<file path="config.mk">
export PLATFORM = sky130hd
export DESIGN_NAME = wb_burst_reader_flat
export DESIGN_NICKNAME = d
export VERILOG_FILES = /design/src/rtl/wb_burst_reader_if.sv /design/src/rtl/wb_burst_reader.sv /design/src/flat_wrapper.sv
export SDC_FILE = /design/constraint.sdc
export NUM_CORES = 1
export LEC_CHECK = 0
export BUFFER_PORTS_ARGS = -buffer_cell sky130_fd_sc_hd__buf_2
export CAP_MARGIN = 0
export CORE_UTILIZATION = 30
export DETAILED_ROUTE_END_ITERATION = 6
export PLACE_DENSITY_LB_ADDON = 0.25
export SETUP_SLACK_MARGIN = 0.15
export SLEW_MARGIN = 20
export SYNTH_ARGS = -nofsm -noshare
export SYNTH_HDL_FRONTEND = slang
export SYNTH_SLANG_ARGS = --single-unit
</file>
<file path="constraint.sdc">
create_clock -name clk -period 7.66 [get_ports clk]
set_input_delay 1.532 -clock clk [delete_from_list [all_inputs] [get_ports clk]]
set_output_delay 1.532 -clock clk [all_outputs]
set_load 0.005 [all_outputs]
</file>
<file path="src/rtl/wb_burst_reader_if.sv">
// Wishbone bus bundle between one initiator and one target.
// master modport: drives the cycle/strobe/address side, samples ack/err/rty/read data.
// slave modport : the mirror image.
interface wshb_if;
    logic        cyc;
    logic        stb;
    logic        we;
    logic [31:0] adr;
    logic [3:0]  sel;
    logic [31:0] dat_ms;
    logic [2:0]  cti;
    logic [1:0]  bte;
    logic        ack;
    logic        err;
    logic        rty;
    logic [31:0] dat_sm;

    modport master (
        output cyc, stb, we, adr, sel, dat_ms, cti, bte,
        input  ack, err, rty, dat_sm
    );

    modport slave (
        input  cyc, stb, we, adr, sel, dat_ms, cti, bte,
        output ack, err, rty, dat_sm
    );
endinterface

</file>
<file path="src/rtl/wb_burst_reader.sv">
// Wishbone burst reader: fetches `len` consecutive 32-bit words starting at
// start_adr using incrementing bursts and streams them out through a FIFO.
// Ports:
//   clk, rst_n          clock, asynchronous active-low reset
//   start/start_adr/len command strobe, byte address, word count (0 = no-op)
//   busy, done, error   command in progress, end pulse, sticky bus error
//   dout/dout_valid/dout_ready  output stream (head of FIFO)
//   wb_m                Wishbone master port
module wb_burst_reader #(
    parameter int unsigned FIFO_DEPTH = 8,
    parameter int unsigned LEN_W      = 12
) (
    input  logic             clk,
    input  logic             rst_n,
    input  logic             start,
    input  logic [31:0]      start_adr,
    input  logic [LEN_W-1:0] len,
    output logic             busy,
    output logic             done,
    output logic             error,
    output logic [31:0]      dout,
    output logic             dout_valid,
    input  logic             dout_ready,
    wshb_if.master           wb_m
);

    localparam int unsigned AW = (FIFO_DEPTH > 1) ? $clog2(FIFO_DEPTH) : 1;
    localparam int unsigned CW = AW + 1;

    typedef enum logic [1:0] {
        S_IDLE = 2'd0,
        S_RUN  = 2'd1,
        S_END  = 2'd2
    } state_t;

    state_t           state;
    logic             cyc_q;
    logic [31:0]      adr_q;
    logic [2:0]       cti_q;
    logic [LEN_W-1:0] rem;

    logic [31:0]      mem [FIFO_DEPTH];
    logic [AW-1:0]    wr_ptr;
    logic [AW-1:0]    rd_ptr;
    logic [CW-1:0]    count;

    logic             stb_c;
    logic             fail_c;
    logic             beat_c;
    logic             pop_c;
    logic [LEN_W-1:0] rem_next_c;
    logic [CW-1:0]    count_next_c;

    // Strobe only while there is guaranteed room for the returned word.
    assign stb_c      = (state == S_RUN) && (count < CW'(FIFO_DEPTH));
    assign fail_c     = stb_c & (wb_m.err | wb_m.rty);
    assign beat_c     = stb_c & wb_m.ack & ~fail_c;
    assign pop_c      = dout_valid & dout_ready;
    assign rem_next_c = rem - LEN_W'(1);

    assign wb_m.cyc    = cyc_q;
    assign wb_m.stb    = stb_c;
    assign wb_m.adr    = adr_q;
    assign wb_m.we     = 1'b0;
    assign wb_m.sel    = 4'hF;
    assign wb_m.dat_ms = 32'h0;
    assign wb_m.cti    = cti_q;
    assign wb_m.bte    = 2'b00;

    // Command FSM with registered bus and status outputs.
    always_ff @(posedge clk or negedge rst_n) begin
        if (!rst_n) begin
            state <= S_IDLE;
            cyc_q <= 1'b0;
            adr_q <= 32'h0;
            cti_q <= 3'b000;
            rem   <= '0;
            busy  <= 1'b0;
            done  <= 1'b0;
            error <= 1'b0;
        end else begin
            done <= 1'b0;
            case (state)
                S_IDLE: begin
                    if (start) begin
                        error <= 1'b0;
                        if (len != '0) begin
                            adr_q <= start_adr & 32'hFFFF_FFFC;
                            rem   <= len;
                            cti_q <= (len == LEN_W'(1)) ? 3'b000 : 3'b010;
                            cyc_q <= 1'b1;
                            busy  <= 1'b1;
                            state <= S_RUN;
                        end else begin
                            done  <= 1'b1;
                            state <= S_END;
                        end
                    end
                end
                S_RUN: begin
                    if (fail_c) begin
                        error <= 1'b1;
                        cyc_q <= 1'b0;
                        cti_q <= 3'b000;
                        busy  <= 1'b0;
                        done  <= 1'b1;
                        state <= S_END;
                    end else if (beat_c) begin
                        adr_q <= adr_q + 32'd4;
                        rem   <= rem_next_c;
                        if (rem == LEN_W'(1)) begin
                            cyc_q <= 1'b0;
                            cti_q <= 3'b000;
                            busy  <= 1'b0;
                            done  <= 1'b1;
                            state <= S_END;
                        end else begin
                            // Only multi-beat bursts get here; mark the last beat.
                            cti_q <= (rem_next_c == LEN_W'(1)) ? 3'b111 : 3'b010;
                        end
                    end
                end
                S_END: begin
                    state <= S_IDLE;
                end
                default: begin
                    state <= S_IDLE;
                end
            endcase
        end
    end

    // FIFO occupancy after this cycle's push/pop.
    always_comb begin
        count_next_c = count;
        if (beat_c && !pop_c) begin
            count_next_c = count + CW'(1);
        end else if (pop_c && !beat_c) begin
            count_next_c = count - CW'(1);
        end
    end

    // FIFO pointers and flags.
    always_ff @(posedge clk or negedge rst_n) begin
        if (!rst_n) begin
            wr_ptr     <= '0;
            rd_ptr     <= '0;
            count      <= '0;
            dout_valid <= 1'b0;
        end else begin
            if (beat_c) begin
                wr_ptr <= wr_ptr + AW'(1);
            end
            if (pop_c) begin
                rd_ptr <= rd_ptr + AW'(1);
            end
            count      <= count_next_c;
            dout_valid <= (count_next_c != '0);
        end
    end

    // FIFO storage; data words need no reset.
    always_ff @(posedge clk) begin
        if (beat_c) begin
            mem[wr_ptr] <= wb_m.dat_sm;
        end
    end

    assign dout = mem[rd_ptr];

endmodule

</file>
<file path="src/flat_wrapper.sv">
// flat-port wrapper written by rule: the top's interface ports become plain ports
module wb_burst_reader_flat 
#(
    parameter int unsigned FIFO_DEPTH = 8,
    parameter int unsigned LEN_W      = 12
)
  (clk, rst_n, start, start_adr, len, busy, done, error, dout, dout_valid, dout_ready, wb_m_cyc, wb_m_stb, wb_m_we, wb_m_adr, wb_m_sel, wb_m_dat_ms, wb_m_cti, wb_m_bte, wb_m_ack, wb_m_err, wb_m_rty, wb_m_dat_sm);
  wshb_if wb_m_i ();
  input  logic clk;
  input  logic rst_n;
  input  logic start;
  input  logic [31:0] start_adr;
  input  logic [LEN_W-1:0] len;
  output logic busy;
  output logic done;
  output logic error;
  output logic [31:0] dout;
  output logic dout_valid;
  input  logic dout_ready;
  output wire logic [$bits(wb_m_i.cyc)-1:0] wb_m_cyc;
  output wire logic [$bits(wb_m_i.stb)-1:0] wb_m_stb;
  output wire logic [$bits(wb_m_i.we)-1:0] wb_m_we;
  output wire logic [$bits(wb_m_i.adr)-1:0] wb_m_adr;
  output wire logic [$bits(wb_m_i.sel)-1:0] wb_m_sel;
  output wire logic [$bits(wb_m_i.dat_ms)-1:0] wb_m_dat_ms;
  output wire logic [$bits(wb_m_i.cti)-1:0] wb_m_cti;
  output wire logic [$bits(wb_m_i.bte)-1:0] wb_m_bte;
  input wire logic [$bits(wb_m_i.ack)-1:0] wb_m_ack;
  input wire logic [$bits(wb_m_i.err)-1:0] wb_m_err;
  input wire logic [$bits(wb_m_i.rty)-1:0] wb_m_rty;
  input wire logic [$bits(wb_m_i.dat_sm)-1:0] wb_m_dat_sm;
  assign wb_m_cyc = wb_m_i.cyc;
  assign wb_m_stb = wb_m_i.stb;
  assign wb_m_we = wb_m_i.we;
  assign wb_m_adr = wb_m_i.adr;
  assign wb_m_sel = wb_m_i.sel;
  assign wb_m_dat_ms = wb_m_i.dat_ms;
  assign wb_m_cti = wb_m_i.cti;
  assign wb_m_bte = wb_m_i.bte;
  assign wb_m_i.ack = wb_m_ack;
  assign wb_m_i.err = wb_m_err;
  assign wb_m_i.rty = wb_m_rty;
  assign wb_m_i.dat_sm = wb_m_dat_sm;
  wb_burst_reader #(.FIFO_DEPTH(FIFO_DEPTH), .LEN_W(LEN_W)) u_core (.clk(clk), .rst_n(rst_n), .start(start), .start_adr(start_adr), .len(len), .busy(busy), .done(done), .error(error), .dout(dout), .dout_valid(dout_valid), .dout_ready(dout_ready), .wb_m(wb_m_i));
endmodule
</file>
-- Word level (Yosys, flattened, before mapping)
Memories as Yosys holds them, arrays and structs flattened.
Cells that the tools add are included.
- bits in registers: 63
- bits in writable memories: 256
- input bits: 83
- memories kept: 1
- $add $sub $neg: 6
- $lt $le $gt $ge: 1
- equality and inequality tests: 11
- mux-type cells: 43
- bitwise logic cells: 6
- reduce and logical (&&, ||, !) cells: 14
- memories (name ; depth ; bits a word ; rd ports ; clocked after memory_dff ; write ports ; RTL line ; source):
    u_core.mem ; 8 ; 32 ; 1 ; 0 ; 1 ; wb_burst_reader.sv:42 ; logic [31:0] mem [FIFO_DEPTH];
- operators by type and width (operator ; count):
    32-bit two-way mux ; 4
    32-bit case mux with 2 select lines ; 1
    12-bit two-way mux ; 4
    12-bit by 1-bit == test with 1-bit output (second input constant) ; 3
    32-bit by 3-bit adder with 32-bit output (second input constant) ; 1
    12-bit case mux with 2 select lines ; 1
    3-bit two-way mux ; 6
    1-bit two-way mux ; 14
    2-bit two-way mux ; 6
    12-bit nonzero test ; 1
    12-bit by 1-bit subtractor with 12-bit output (second input constant) ; 1
    5-bit AND reduction ; 2
    4-bit two-way mux ; 2
    3-bit by 1-bit adder with 3-bit output (second input constant) ; 2
    2-bit by 1-bit inequality test with 1-bit output (second input constant) ; 3
    1-bit case mux with 2 select lines ; 3
    3-bit case mux with 2 select lines ; 1
    3-bit AND reduction ; 2
    4-bit by 1-bit adder with 4-bit output (second input constant) ; 1
    1-bit AND ; 4
    4-bit < comparator (second input constant) ; 1
    2-bit inequality test (second input constant) ; 2
    2-bit case mux with 2 select lines ; 1
    4-bit AND reduction ; 1
    11 further kinds ; 14

-- Longest topological paths before layout
Gate-level depths: netlist of run 1.
- depth in word-level cells: 10
- depth in mapped cells: 8
- mapped depth without buffers: 7

-- Worst setup path before layout of run 1
Ideal clock, no wire load.
- kind: input -> register
- from: input wb_m_rty
- to: memory u_core.mem[0][0] (enable)
- library setup time: 0.501 ns
- arrival time: 5.365 ns
- path slack: 1.794 ns
- cell stages on the path: 4
- path through: nor3b_1 > nand2_1 > clkbuf_1 > nor4_1
- cells in the longest elaborated chain, start to end: 6
- RTL lines (what ; RTL line ; source):
    start, declared ; flat_wrapper.sv:30 ; input wire logic [$bits(wb_m_i.rty)-1:0] wb_m_rty;
    1-bit OR ; wb_burst_reader.sv:56 ; assign fail_c = stb_c & (wb_m.err | wb_m.rty);
    1-bit AND ; wb_burst_reader.sv:56 ;
    1-bit NOT ; wb_burst_reader.sv:57 ; assign beat_c = stb_c & wb_m.ack & ~fail_c;
    1-bit AND ; wb_burst_reader.sv:57 ;
    1-bit two-way mux ; wb_burst_reader.sv:164 ; if (beat_c) begin
    1-bit two-way mux (implied by the code) ; wb_burst_reader.sv:165 ; mem[wr_ptr] <= wb_m.dat_sm;
    end, declared ; wb_burst_reader.sv:42 ;
No other way between the ends.

-- Final worst setup path of run 1
- from: register u_core.rd_ptr[0]
- to: output dout[10]
- cells in the longest elaborated chain, start to end: 1
- RTL lines (what ; RTL line ; source):
    start, declared ; wb_burst_reader.sv:44 ; logic [AW-1:0] rd_ptr;
    start signal, assigned ; wb_burst_reader.sv:155 ; rd_ptr <= rd_ptr + AW'(1);
    memory read 8 x 32 bit ; -- ;
    end, declared ; flat_wrapper.sv:17 ; output logic [31:0] dout;
No other way between the ends.

==> flow_summary.ini, run 1 <==
[grt]
grt_pass1_vias = 8285
grt_antenna_before_repair = 3
grt_first_pass_wirelength_um = 49910
overflow = 0
grt_max_degree = 70
track_usage_pct = 13.92

[placed_design]
gp_congestion = 0.7729
io_buffers = 151
dp_hpwl_um = 18750
place_inst = 1587

[clock_tree]
post_cts_buffers = 0
path_clk_slew_ns = 0.07
clock_path_buffers = 3
cts_tree = done
holdBufCountCts = 0
cts-resized-gates = 0
htreeDepth = 2
cts_inserted_buffers = 37
clk_latency_ns = 0.55
root_buffer = clkbuf_16
clock_sinks = 316

[pwr]
leakagePower_nw = 5.651
powerDensity_nw_per_um2 = 342.3
p_switching_mw = 1.763
swShare_pct = 31.43
p_seq_share_pct = 41.4
max-vdd-ir-drop_uv = 208.3
pwr-share-clk_pct = 30.5
power.total_mw = 5.607
p_int_mw = 3.845
pwr-share-comb_pct = 28.1

[floorplanning]
fp.dieW_um = 216.8
dieArea_um2 = 47020
die_h_um = 216.8
pin_count = 195
start_util_pct = 30.45
coreArea_um2 = 45480
row_count = 78

[route]
viasPerCell = 4.935
ant_nets = 0
dr.pass1.iters = 5
routedWlPerCell_um = 19.79
vias = 8157
wl_um = 32710
drc = 0
drtIter0Drc = 532

[sta]
relSlewSlack_pct = 42.96
post-route-period-util_pct = 60.86
fmax_mhz = 214.5
tightest_slew_ns = 0.8557
skew_ns = 0.02938
setup_tns_ns = 0
slew_violations = 0
period_needed_ns = 4.662
finalHoldViolations = 0
grt_setup_unrepaired = false
finalSetupViolCount = 0

[synth]
synth_top_area_cell = edfxtp_1
async_flop_share_pct = 18.99
synthDominantCellAreaShare_pct = 55.52
syn-cell-area_um2 = 13850
synth_edf_count = 256
synth-seq-cells = 316
synthCells = 872
ys_top_cells_by_area = edfxtp_1, dfrtp_1, mux4_2
ys_seq_area_share_pct = 66.36
synthFlopType = edfxtp_1
syn_area_per_cell_um2 = 15.88
yosys_warnings = 0
synthDistinctLibCells = 62

[finish]
drive_gt1_share_pct = 32.98
seqCellArea_um2 = 9198
fin_util_pct = 36.02
fillCellCount = 4365
fin_cells = 1653
area.growth.synth_to_final_pct = 18.32
multi_input_area_um2 = 4285
final_net_count = 1117

[worst_setup_path]
cp_max_fo = 35
critPathKind = reg2out
worstPathRequired_ns = 6.13
start_kind = flip-flop
cpPeakStageDelay_ns = 0.85
crit_arrival_ns = 3.13
path_cells = buf_4 > mux4_2 > mux2_2 > buf_2
cp-end-kind = output port
slowest_stage = dfrtp_4

[run]
drv_cap = 0

[worst_hold_path]
hp-class = reg2reg

[run_status]
status = complete, no violations
metal layers:
layer  wire, um  GRT usage (%)
met5         35              0
met2      14830          21.37
met4        621          4.272
met1      14780          19.20
met3       2433          3.746
path summary, 6_finish.rpt:
check	cells past startpoint	slack (ns)	to	start
max in group asynchronous	2	5.82	u_core.rd_ptr[2]$_DFFE_PN0P_	rst_n
max reg2reg	7	4.27	u_core.mem[3][21]$_DFFE_PP_	u_core.state[1]$_DFFE_PN0P_
min reg2reg	1	0.49	u_core.wb_m.cti[1]$_DFFE_PN0P_	u_core.wb_m.cti[1]$_DFFE_PN0P_
max	4	3.00	dout[10]	u_core.rd_ptr[0]$_DFFE_PN0P_
min	1	0.49	u_core.wb_m.cti[1]$_DFFE_PN0P_	u_core.wb_m.cti[1]$_DFFE_PN0P_
min in group asynchronous	2	1.18	u_core.rem[7]$_DFFE_PN0P_	rst_n
state kept, by name (all words and copies together), names as in the netlist:
register / flops
u_core.mem: 256
u_core.wb_m.adr: 30
u_core.rem: 12
u_core.count: 4
u_core.rd_ptr: 3
u_core.wr_ptr: 3
u_core.state: 2
u_core.wb_m.cti: 2
u_core.busy: 1
u_core.done: 1
u_core.dout_valid: 1
u_core.error: 1
power by group through the flow:
stage	clock network (mW)	registers [mW]	logic (mW)
global route	1.83	2.37	1.73
finish	1.71	2.32	1.57
CTS	1.78	2.33	1.61
floorplan	0	2.20	1.18
global placement	0	2.36	1.59
detailed placement	0	2.36	1.60
cell type report:
class	instances	share of cell area [%]
diodes	1	0.01527
clock buffers	46	6.110
clock inverters	19	1.077
inverters	11	0.2520
multi-input cells	486	26.16
flip-flops and latches	316	56.14
well taps	600	4.582
repair buffers	174	5.667
worst max-delay path: cells and delay by family (launching register included):
family / cells / cell delay, ns
multiplexers: 2 / 0.89
flip-flops: 1 / 0.85
buffers and inverters: 2 / 0.83
metrics by stage:
| stage | hold WS, ns | setup slack, ns | instance area [um^2] |
|---|---|---|---|
| 6_report | 0.4923 | 2.998 | 16380 |
| 5_1_grt | 0.5386 | 2.701 | 16380 |
| 4_1_cts | 0.5042 | 2.837 | 16380 |
| 3_5_place_dp | 0.4909 | 3.444 | 15200 |
| 3_3_place_gp | 0.4824 | 3.442 | 15200 |
| 2_1_floorplan | 0.4843 | 1.794 | 13990 |
placed cells by master (no fill, tap or decap), types with 5 or more instances in the layout:
master,synthesis,final
edfxtp_1,256,256
buf_2,6,151
mux4_2,64,64
dfrtp_1,60,57
nor2_1,55,52
conb_1,2,41
clkbuf_16,0,38
mux2_2,35,35
nand2_1,28,28
o22a_1,25,25
buf_4,43,23
a211oi_1,20,20
a21oi_1,19,19
a31oi_1,19,19
o21ai_0,17,16
nand3_1,16,16
nand4_1,16,16
a221oi_1,15,15
a2bb2oi_1,14,14
inv_1,10,10
clkinv_1,1,10
nor3_1,12,8
ha_1,8,8
and4_1,7,7
and3_1,7,7
xnor2_1,7,7
clkbuf_1,46,6
nor4_1,7,5
kinds of logic after synthesis:
group | Yosys count | share of synthesized area, %
AO/OA/AOI/OAI | 156 | 8.304
XOR/XNOR | 9 | 0.5693
adder cells (fa/ha/maj) | 8 | 0.7229
buffers and inverters | 109 | 4.229
flip-flops | 316 | 66.36
multiplexers | 101 | 13.41
other | 2 | 0.05424
AND/OR/NAND/NOR | 171 | 6.352
synth_stat cells, types with 2 or more instances:
library cell / count
o211ai_1: 2
xnor2_1: 7
mux2_2: 35
o22ai_1: 4
a31oi_1: 19
clkbuf_1: 46
a21o_1: 2
ha_1: 8
a211oi_1: 20
and2_1: 4
a2bb2oi_1: 14
nand3_1: 16
and3_1: 7
edfxtp_1: 256
or4b_1: 2
nand4_1: 16
nor2_1: 55
or4_1: 3
nand2b_1: 3
inv_1: 10
a211o_1: 2
a21oi_1: 19
o22a_1: 25
buf_1: 2
xor2_1: 2
buf_2: 6
dfrtp_1: 60
nor4b_1: 2
a221oi_1: 15
o221a_2: 3
o21a_1: 3
nand2_1: 28
o21ai_0: 17
o41ai_1: 2
nor4_1: 7
nor3_1: 12
mux4_2: 64
conb_1: 2
and4_1: 7
buf_4: 43
Power figures use the tool's default switching activity.
==> inputs of run 2 (changes only) <==
- ABC_AREA: default -> 1
- clock period: 7.66 -> 4.5 ns (I/O delays scaled with it)
==> run 2 against run 1 <==
Effect of this change:
- wire length increased by 11%
- global-route usage is 0.79 points higher
- combinational power increased by 140%
- first-iteration DRC count grew 46%
- critical path depth is 3 higher
- hold slack lost 0.076 ns
- sequential share of layout area decreased by 1.7 points
- synthesized area rose by 4.5%
==> flow_summary.ini, run 2 <==
[route]
ant_nets = 0
dr.pass1.iters = 5
viasPerCell = 4.689
drc = 0
routedWlPerCell_um = 16.37
wl_um = 36450
vias = 10440
drtIter0Drc = 777

[clock_tree]
holdBufCountCts = 0
clk_latency_ns = 0.55
post_cts_buffers = 0
cts-resized-gates = 0
root_buffer = clkbuf_16
cts_tree = done
clock_sinks = 316
clock_path_buffers = 3
path_clk_slew_ns = 0.06
cts_inserted_buffers = 38
htreeDepth = 2

[finish]
largest-register = u_core.mem
final_net_count = 1674
fillCellCount = 4816
final_cell_mix = nand2_1, nor2_1, edfxtp_1, buf_2, o21ai_0
fin_util_pct = 35.48
area.growth.synth_to_final_pct = 16.83
seqCellArea_um2 = 9196
drive_gt1_share_pct = 15.45
multi_input_area_um2 = 4539
diodes = 0
mostFrequentLayoutCell = nand2_1
largest_reg_flops = 256

[grt]
grt_antenna_before_repair = 3
grt_first_pass_wirelength_um = 56590
overflow = 0
track_usage_pct = 14.72
grt_pass1_vias = 10250
grt_max_degree = 81

[floorplanning]
row_count = 80
die_h_um = 221.6
dieArea_um2 = 49120
pin_count = 195
start_util_pct = 30.37
coreArea_um2 = 47650
fp.dieW_um = 221.6

[sta]
tightest_slew_ns = 0.8348
skew_ns = 0.01144
post-route-period-util_pct = 85.10
finalSetupViolCount = 0
relSlewSlack_pct = 44.35
period_needed_ns = 3.830
fmax_mhz = 261.1
finalHoldViolations = 0
grt_setup_unrepaired = false
slew_violations = 0
setup_tns_ns = 0
setup_slack_ns = 0.6703

[worst_hold_path]
hp-class = in2async

[worst_setup_path]
crit_arrival_ns = 2.93
path_depth = 7
path_buf_inv = 3
cp-end-kind = output port
cpPeakStageDelay_ns = 0.69
critPathTopFamily = buffers and inverters
slowest_stage = dfrtp_4
r2r-start = u_core.state[1]$_DFFE_PN0P_
path_cells = inv_4 > buf_4 > nor2_1 > o32ai_1 > nand2_1 > nand2_1 > buf_2
start_kind = flip-flop
r2r-end = u_core.mem[2][15]$_DFFE_PP_
cpMostUsedCell = nand2_1
critPathKind = reg2out
r2r_setup_slack_ns = 2.02
worstPathRequired_ns = 3.60
cp-endpoint = dout[16]
cp_max_fo = 57
worstRegToRegCells = 7
startpoint = u_core.rd_ptr[0]$_DFFE_PN0P_

[pwr]
leakagePower_nw = 6.669
pwr-share-clk_pct = 27.4
pwr-share-comb_pct = 35.3
p_int_mw = 6.551
power.total_mw = 10.73
max-vdd-ir-drop_uv = 314.4
p_switching_mw = 4.183
swShare_pct = 38.97
powerDensity_nw_per_um2 = 634.9
p_seq_share_pct = 37.3

[synth]
ys_top_cells_by_area = edfxtp_1, dfrtp_1, nand2_1
synth_top_area_cell = edfxtp_1
synthDistinctLibCells = 37
syn-cell-area_um2 = 14470
synth_commonest_cells = nand2_1, nor2_1, edfxtp_1, o21ai_0, inv_1
synthCells = 1440
synthFlopType = edfxtp_1
async_flop_share_pct = 18.99
synth_most_common_cell = nand2_1
synth-seq-cells = 316
synth_edf_count = 256
synthDominantCellAreaShare_pct = 53.13
syn_area_per_cell_um2 = 10.05
ys_seq_area_share_pct = 63.50
yosys_warnings = 0

[placed_design]
gp_congestion = 0.8516
io_buffers = 151
dp_hpwl_um = 21770
preCtsSetupSlack_ns = 1.214

[run_status]
status = complete, no violations

[run]
drv_cap = 0
run 2: changes by cell type in the layout (fill, tap and decap cells not counted), sizes merged, moves of 15 or more:
cell	delta
nand2	+318
o32ai	+64
inv	+62
mux2	-36
o22a	-25
mux4	-64
a31oi	-18
a211oi	-20
a21oi	-15
o21ai	+91
nand3	+43
a221oi	-15
nor2	+241
run 2: cells by family after synthesis:
logic type / share of synthesized area (%)
xor gates and xnor gates: 0.6053
and+or+nand+nor: 20.74
DFF: 63.50
AOI/OAI and AO/OA: 7.990
adders and majority gates: 0.6918
other: 0.05190
buffers and inverters: 6.416
run 2: metrics by stage:
stage          hold WS (ns)  cell area, um^2  instances
2_1_floorplan        0.4708            14620       1479
3_3_place_gp         0.4696            15720       2158
3_5_place_dp         0.4762            15720       2158
4_1_cts              0.4261            16910       2227
5_1_grt              0.4677            16910       2227
6_report             0.4164            16910       2227
run 2: power groups by stage:
stage | Combinational (mW) | Clock, mW | Sequential, mW
after CTS | 3.84 | 3.01 | 4.00
after global routing | 4.33 | 3.13 | 4.06
after floorplan | 2.83 | 0 | 3.79
after global placement | 3.79 | 0 | 4.06
after detailed placement | 3.82 | 0 | 4.06
final | 3.79 | 2.94 | 4.01
run 2: cell type report:
| type | instances | area share, % |
|---|---|---|
| Sequential cell | 316 | 54.40 |
| Multi-Input combinational cell | 980 | 26.85 |
| Clock buffer | 51 | 6.040 |
| Timing Repair Buffer | 173 | 5.521 |
| Tap cell | 615 | 4.552 |
| Inverter | 74 | 1.673 |
| Clock inverter | 18 | 0.9622 |
run 2: worst min-delay path by stage:
stage                     depth (start not counted)                      startpoint  slack [ns]                              to
after global placement                            2  u_core.wb_m.cti[1]$_DFFE_PN0P_        0.47  u_core.wb_m.cti[1]$_DFFE_PN0P_
after CTS                                         1                           rst_n        0.43       u_core.rem[8]$_DFFE_PN0P_
final                                             1                           rst_n        0.42       u_core.rem[9]$_DFFE_PN0P_
after global routing                              1                           rst_n        0.47       u_core.rem[9]$_DFFE_PN0P_
after floorplan                                   2        u_core.error$_DFFE_PN0P_        0.47        u_core.error$_DFFE_PN0P_
after detailed placement                          2        u_core.error$_DFFE_PN0P_        0.48        u_core.error$_DFFE_PN0P_
run 2: layer usage:
layer | part of all wire (%) | vias to the layer above | global-route usage, %
met5 | 0.12 | - | 0
met4 | 2.2 | 6 | 4.480
met3 | 5.9 | 61 | 3.790
met2 | 46 | 272 | 23.68
met1 | 46 | 4968 | 19.42
li1 | - | 5135 | -
